## src/rtl/digit_scan_driver.sv

```systemverilog
// digit_scan_driver
// Self-running, time-multiplexed digit scanner for a multi-digit 7-segment
// display. Each digit is held for CLK_DIV cycles. The first BLANK_CYC cycles
// of each hold are a guard interval with every position off, which prevents
// ghosting. Digits can be blanked, or blinked every BLINK_FRAMES full frames.
//
// Ports:
//   clk, rst    system clock; asynchronous active-high reset
//   en          scan enable (0 = freeze scan state, positions off)
//   digit_data  packed BCD, digit i = bits [4i+3:4i]
//   blank_mask  1 = digit never lit
//   blink_mask  1 = digit dark during the blink-off phase
//   pos         one-hot digit select (inverted when ACTIVE_LOW)
//   bcd_out     BCD code of the current digit
//   cur_idx     current digit index
//   frame_tick  one-cycle pulse after the index wraps to 0
module digit_scan_driver #(
  parameter  int DIGITS       = 6,
  parameter  int SEL_W        = 8,
  parameter  int CLK_DIV      = 50000,
  parameter  int BLANK_CYC    = 16,
  parameter  int BLINK_FRAMES = 64,
  parameter  int ACTIVE_LOW   = 0,
  localparam int IDX_W        = (DIGITS > 1) ? $clog2(DIGITS) : 1
) (
  input  logic                  clk,
  input  logic                  rst,
  input  logic                  en,
  input  logic [4*DIGITS-1:0]   digit_data,
  input  logic [DIGITS-1:0]     blank_mask,
  input  logic [DIGITS-1:0]     blink_mask,
  output logic [SEL_W-1:0]      pos,
  output logic [3:0]            bcd_out,
  output logic [IDX_W-1:0]      cur_idx,
  output logic                  frame_tick
);

  localparam int CNT_W = $clog2(CLK_DIV);
  localparam int FRM_W = (BLINK_FRAMES > 1) ? $clog2(BLINK_FRAMES) : 1;

  localparam logic [CNT_W-1:0] CNT_LAST = CNT_W'(CLK_DIV - 1);
  localparam logic [IDX_W-1:0] IDX_LAST = IDX_W'(DIGITS - 1);
  localparam logic [FRM_W-1:0] FRM_LAST = FRM_W'(BLINK_FRAMES - 1);
  localparam logic [SEL_W-1:0] POS_IDLE = (ACTIVE_LOW != 0) ? {SEL_W{1'b1}} : {SEL_W{1'b0}};

  logic [CNT_W-1:0] cnt, cnt_nxt;
  logic [IDX_W-1:0] idx_nxt;
  logic [FRM_W-1:0] frm, frm_nxt;
  logic             ph, ph_nxt;
  logic             wrap;
  logic             guard;
  logic             blank_sel, blink_sel, lit;
  logic [3:0]       bcd_nxt;
  logic [SEL_W-1:0] pos_raw, pos_nxt;

  // Next-state of the scan counters; everything holds while en=0.
  always_comb begin
    cnt_nxt = cnt;
    idx_nxt = cur_idx;
    frm_nxt = frm;
    ph_nxt  = ph;
    wrap    = 1'b0;
    if (en) begin
      if (cnt == CNT_LAST) begin
        cnt_nxt = '0;
        if (cur_idx == IDX_LAST) begin
          idx_nxt = '0;
          wrap    = 1'b1;
        end else begin
          idx_nxt = cur_idx + 1'b1;
        end
      end else begin
        cnt_nxt = cnt + 1'b1;
      end
      if (wrap) begin
        if (frm == FRM_LAST) begin
          frm_nxt = '0;
          ph_nxt  = ~ph;
        end else begin
          frm_nxt = frm + 1'b1;
        end
      end
    end
  end

  // Guard interval is judged on the next prescaler value so pos lines up
  // with the prescaler state it is registered alongside.
  generate
    if (BLANK_CYC == 0) begin : g_no_guard
      assign guard = 1'b0;
    end else begin : g_guard
      localparam logic [CNT_W-1:0] BLANK_V = CNT_W'(BLANK_CYC);
      assign guard = (cnt_nxt < BLANK_V);
    end
  endgenerate

  // Output selection uses next-state index so pos, bcd_out and cur_idx
  // always change together.
  always_comb begin
    bcd_nxt   = '0;
    blank_sel = 1'b0;
    blink_sel = 1'b0;
    for (int i = 0; i < DIGITS; i++) begin
      if (idx_nxt == IDX_W'(i)) begin
        bcd_nxt   = digit_data[4*i +: 4];
        blank_sel = blank_mask[i];
        blink_sel = blink_mask[i];
      end
    end
    lit     = en && !guard && !blank_sel && !(ph_nxt && blink_sel);
    pos_raw = lit ? (SEL_W'(1) << idx_nxt) : '0;
    pos_nxt = (ACTIVE_LOW != 0) ? ~pos_raw : pos_raw;
  end

  always_ff @(posedge clk or posedge rst) begin
    if (rst) begin
      cnt        <= '0;
      cur_idx    <= '0;
      frm        <= '0;
      ph         <= 1'b0;
      frame_tick <= 1'b0;
      bcd_out    <= '0;
      pos        <= POS_IDLE;
    end else begin
      cnt        <= cnt_nxt;
      cur_idx    <= idx_nxt;
      frm        <= frm_nxt;
      ph         <= ph_nxt;
      frame_tick <= wrap;
      bcd_out    <= bcd_nxt;
      pos        <= pos_nxt;
    end
  end

endmodule

```

## config.mk

```make
export PLATFORM = sky130hd
export DESIGN_NAME = digit_scan_driver
export DESIGN_NICKNAME = d
export VERILOG_FILES = /design/src/rtl/digit_scan_driver.sv
export SDC_FILE = /design/constraint.sdc
export NUM_CORES = 1
export LEC_CHECK = 0
export ABC_AREA = 0
export CELL_PAD_IN_SITES_DETAIL_PLACEMENT = 1
export CELL_PAD_IN_SITES_GLOBAL_PLACEMENT = 1
export CORE_MARGIN = 2
export CORE_UTILIZATION = 37
export CTS_CLUSTER_DIAMETER = 120
export DETAILED_ROUTE_END_ITERATION = 7
export GPL_TIMING_DRIVEN = 0
export PLACE_DENSITY = 0.78
export SKIP_CTS_REPAIR_TIMING = 1
export SYNTH_ARGS = -nofsm -noshare
export SYNTH_HDL_FRONTEND = slang
export SYNTH_SLANG_ARGS = --single-unit
```

## constraint.sdc

```tcl
create_clock -name clk -period 3.75 [get_ports clk]
set_clock_uncertainty 0.15 [all_clocks]
set_input_delay 0.9375 -clock clk [delete_from_list [all_inputs] [get_ports clk]]
set_output_delay 0.9375 -clock clk [all_outputs]
set_load 0.02 [all_outputs]
```

After elaboration in Yosys (flattened, before gate mapping)
Index checks and enable logic that the tools add are counted.
- bits in registers: 39
- bits in latches: 0
- memory bits (writable): 0
- ROM bits: 0
- input bits: 39
- output and inout port bits: 16
- word-level logic and storage cells: 62
- memories: 0
- add/subtract/negate cells: 3
- multiply operators: 0
- divide/modulo/power cells: 0
- magnitude comparators: 1
- equality and inequality tests: 8
- shift-type cells: 1
- muxes and demuxes: 32
- bitwise logic cells: 1
- reduce and logical (&&, ||, !) cells: 9
- operator list (kind ; number):
    two-way mux 16 bit ; 2
    two-way mux 4 bit ; 6
    two-way mux 1 bit ; 19
    adder 16 x 1 -> 16 bit, second input constant ; 1
    equality test 16 bit, second input constant ; 1
    < comparator 16 x 5 -> 1 bit, second input constant ; 1
    equality test 3 bit, second input constant ; 3
    two-way mux 3 bit ; 3
    two-way mux 8 bit ; 1
    left shift 1 x 3 -> 8 bit, first input constant ; 1
    adder 6 x 1 -> 6 bit, second input constant ; 1
    equality test 3 x 2 -> 1 bit, second input constant ; 2
    equality test 6 bit, second input constant ; 1
    two-way mux 6 bit ; 1
    logical AND 1 bit ; 4
    adder 3 x 1 -> 3 bit, second input constant ; 1
    equality test 3 x 1 -> 1 bit, second input constant ; 1
    zero test 1 bit ; 3
    zero test 3 bit ; 1
    AND reduction 2 bit ; 1
    NOT 1 bit ; 1

Longest topological paths before layout
- depth in word-level cells: 15
- mapped depth: 9

Worst setup path after synthesis
OpenSTA, ideal clock, no wires.
- path kind: input port to flip-flop
- start: input en
- end: register pos[3]
- data arrival time: 2675 ps
- data required time: 3504 ps
- path slack: 829 ps
- stages: 8
- path through: nand4_1 -> or4_1 -> buf_2 -> o211ai_2 -> a221oi_2 -> a2111oi_2 -> nor2_2 -> nor4_2
- longest elaborated chain between the ends: 12
- elaborated cells on any way between the ends: 31
- ends and longest elaborated chain (item ; RTL line ; RTL):
    start: declaration ; 28 ; input logic en,
    two-way mux 3 bit ; 63 ; if (en) begin
    zero test 3 bit ; 104 ; if (idx_nxt == IDX_W'(i)) begin
    two-way mux 1 bit (6 in series) ; 104 ;
    zero test 1 bit or logical AND 1 bit (tied branches) ; 110 ; lit = en && !guard && !blank_sel && !(ph_nxt && blink_sel);
    logical AND 1 bit or zero test 1 bit (tied branches) ; 110 ;
    logical AND 1 bit ; 110 ;
    two-way mux 8 bit * ; 111 ; pos_raw = lit ? (SEL_W'(1) << idx_nxt) : '0;
    named net pos_nxt[3] ; 54 ; logic [SEL_W-1:0] pos_raw, pos_nxt;
    end signal: assignment ; 131 ; pos <= pos_nxt;
    end: declaration ; 32 ; output logic [SEL_W-1:0] pos,
The timed path passes the listed nets; every way through them passes the cells marked *.
A chain may end at the register's enable or synchronous reset.

Final worst setup path
Same ends and word-level chain as after synthesis.

==> summary.txt <==
======================================================================================
Outcome                                                                   finished clean
Count of max-cap constraint violations                                               0
Reg2reg path depth                                                                   8
Ratio of cells with drive above 1 in the final layout                            8.38%
Maximum number of pins on one net before global-route repair                        40
Commonest register cell after synthesis                                        dfrtp_1
Hold Slack                                                                    0.335 ns
Largest driver fanout on the critical path                                          10
Count of final setup violators                                                       0
Switching fraction of total power                                                27.6%
Share of power burned in the clock network                                       35.3%
Hold Crit Class                                                           flop to flop
Number of buffers created by CTS                                                     5
Clock period minus final worst setup slack                                     3.43 ns
Transition time of the tightest slew-check pin                                0.838 ns
Diode insertion count for antenna repair                                             0
Internal power summed over all cells                                          0.741 mW
Gr usage total                                                                   21.4%
Worst Path Arrival                                                             3.48 ns
Clock net sink count                                                                39
CTS H-Tree Depth                                                                     2
Worst path most repeated cell                                                 a211oi_1
Met2 Resource Use GR                                                             36.8%
Power consumption                                                              1.02 mW
Avg Inst Size Synth                                                         8.71 sq um
Bufs and invs on worst path                                                          2
Most frequent standard cell in the layout excluding fill and tap cells    clkdlybuf4s50_1
Most area-hungry cell type in the Yosys netlist                                dfrtp_1
Share of power burned in combinational logic                                     18.9%
Relative slew slack                                                              44.1%
Remaining routing DRC violations                                                     0
Number of flops mapped to enable cells by yosys                                      0
Total wire length                                                              7.43 mm
Worst reg-to-reg setup slack                                                   0.65 ns
Critical Path End Type                                                            flop
Final critical-path share of the clock period                                    91.4%
Number of slew-limit violations in the final report                                  0
Layout area overhead                                                             33.0%
Combined area of all synthesized cells                                      2430 sq um
Die Y                                                                          85.0 um
Unrepaired setup endpoints after global routing                                  false
Number of global-route vias before repair                                         2445
Floorplan die area                                                          7230 sq um
Startpoint of the worst register-to-register path                         cnt[10]$_DFF_PP0_
Grt ovf                                                                              0
Synth async-reset ratio                                                           100%
Ratio of routed vias to standard cells                                            5.80
Clock slew at the register clock pins of the worst setup and hold paths        0.08 ns
Highest clock rate                                                             292 MHz
Reg2Reg Capture Point                                                     pos[1]$_DFF_PP0_
Proportion of synthesized chip area in sequential cells                          40.2%
Initial Utilization                                                              38.3%
RD Place Congestion                                                              0.875
Most used cells in the layout excluding fill and tap cells                clkdlybuf4s50_1, dfrtp_1, nand2_1
Number of vias after detailed routing                                             2455
Met3 layer usage reported by global route                                        3.31%
IO Count                                                                            55
Clock root cell                                                               clkbuf_8
Initial DRC Count                                                                  195
First-pass GRT wire length                                                     12.5 mm
Post-Syn Instances                                                                 279
Worst Setup Start Kind                                                       input pin
Die width                                                                      85.0 um
Number of nets in the synthesized netlist                                          320
Portion of synthesized cell area occupied by the leading cell type               40.2%
Worst path slowest cell                                                   clkdlybuf4s50_1
Switching Power                                                               0.283 mW
Flops & latches, synth                                                              39
Number of placement rows                                                            29
Detailed Routing Iterations Pass 1                                                   4
Avg WL per Cell                                                                17.6 um
Sequential power share                                                           45.8%
Peak ir drop on the vdd network                                                 191 uV
Maximum number of buffers from clock root to sink                                    2
Area of the core region                                                     6350 sq um
Cell depth of the worst setup path                                                   9
Clk Latency, worst-skew pair                                                   0.30 ns
Met1 GRT Util                                                                    28.3%
Crit path required time                                                        3.80 ns
CP Cell Sequence                                                          clkdlybuf4s50_1 > clkbuf_1 > and4_1 > a211oi_1 > a2bb2oi_1 > a211oi_1 > o2111ai_1 > nand3_1 > nor4_2
Static Leak                                                                    1.30 nW
Count of input and output buffers                                                   54
Unique masters post-synth                                                           52
Antenna viol nets, final                                                             0
Placed wire-length estimate                                                    5.47 mm
Destination of the critical timing path                                   pos[3]$_DFF_PP0_
Delay of the slowest cell on the worst path                                    0.51 ns
Family with the most delay on the worst path                              simple AND/OR/NAND/NOR gates
Total power divided by cell area                                           317 nW/um^2
Core utilization of the finished layout                                          50.9%
Filler cell count                                                                  760
Initial antenna violation count                                                      0
Count of final hold-check violations                                                 0
Total number of nets in the final design                                           386
CP Launch Point                                                                     en
Synth top area cells                                                      dfrtp_1, nand2_1, xnor2_1
Total of warnings raised by yosys                                                    0
Grt peak-use layer                                                                met2
Worst setup path class                                                    input pin to flop
Clock tree from TritonCTS                                                          yes
======================================================================================
## cells by family after synthesis
kind of cell               synth area share [%]
and+or+nand+nor                            26.9
AOI/OAI and AO/OA                          20.5
adders and majority gates                  1.03
DFF                                        40.2
buffers and inverters                      3.91
muxes                                      1.75
xor gates and xnor gates                   5.77
## sequential cells by signal, summed over array words and instances (netlist names)
name / count
frm: 6
bcd_out: 4
frame_tick: 1
pos: 8
cnt: 16
ph: 1
cur_idx: 3
## cell usage after synthesis (2+ instances only)
library cell and instances:
or3_1 3, buf_1 2, nor4_1 10, a21o_1 4, a221oi_1 4, xor2_1 4, mux2_2 2, a31oi_1 6
dfrtp_1 39, a21oi_1 17, o21ai_0 12, nor4_2 2, clkbuf_1 9, nor2_2 2, nor3b_1 2, o22ai_1 7
and4_1 3, nand4_1 6, o2111ai_1 4, mux2i_1 2, nor3_1 7, inv_1 10, nand2_1 30, o31ai_1 3
and3_1 3, nand2b_1 6, nand3_1 14, nor2_1 26, ha_1 2, xnor2_1 12, a211oi_1 3, a22oi_1 3
## area by class of cell
| class | count | area, sq um | share of cell area [%] |
|---|---|---|---|
| Buffer | 13 | 57.6 | 1.78 |
| Clock buffer | 5 | 68.8 | 2.13 |
| Clock inverter | 3 | 43.8 | 1.36 |
| Inverter | 10 | 37.5 | 1.16 |
| Multi-Input combinational cell | 217 | 1370 | 42.5 |
| Sequential cell | 39 | 976 | 30.2 |
| Tap cell | 77 | 96.3 | 2.98 |
| Timing Repair Buffer | 59 | 578 | 17.9 |
## worst min path at each step
stage                  startpoint                  to  slack (ns)  cells past startpoint
2_1_floorplan  frm[5]$_DFFE_PP0P_  frm[5]$_DFFE_PP0P_        0.30                      1
3_3_place_gp   frm[5]$_DFFE_PP0P_  frm[5]$_DFFE_PP0P_        0.32                      1
3_5_place_dp   frm[5]$_DFFE_PP0P_  frm[5]$_DFFE_PP0P_        0.33                      1
4_1_cts        frm[5]$_DFFE_PP0P_  frm[5]$_DFFE_PP0P_        0.34                      1
5_1_grt        frm[5]$_DFFE_PP0P_  frm[5]$_DFFE_PP0P_        0.38                      1
6_report       frm[5]$_DFFE_PP0P_  frm[5]$_DFFE_PP0P_        0.34                      1
## per-layer routing
layer | wire [um] | vias up
li1 | - | 1174
met1 | 3330 | 1201
met2 | 3670 | 73
met3 | 351 | 7
met4 | 83 | 0
met5 | 0 | -
## worst reg2reg max path, stage by stage, from the launching register on
cell and delay, ns:
dfrtp_1 0.47, or4_4 0.62, or4_1 0.51, buf_2 0.20, nor2_1 0.36, and3_1 0.21, o22ai_1 0.09, nand3_1 0.27
nor4_1 0.10
## stage by stage
stage	area, sq um	setup TNS [ns]	instances	worst slack, ns
after global placement	3070	-0.537	410	-0.0667
after CTS	3180	0	418	0.148
after floorplan	2430	0	279	0.829
final	3230	0	423	0.322
after detailed placement	3070	-1.53	410	-0.155
after global routing	3230	0	423	0.0750
## power groups by stage
stage / Clock [mW] / Combinational [mW] / Sequential, mW
2_1_floorplan: 0 / 0.115 / 0.475
3_3_place_gp: 0 / 0.188 / 0.476
3_5_place_dp: 0 / 0.192 / 0.476
4_1_cts: 0.371 / 0.193 / 0.469
5_1_grt: 0.389 / 0.218 / 0.474
6_report: 0.361 / 0.194 / 0.469
Power figures use the tool's default switching activity.
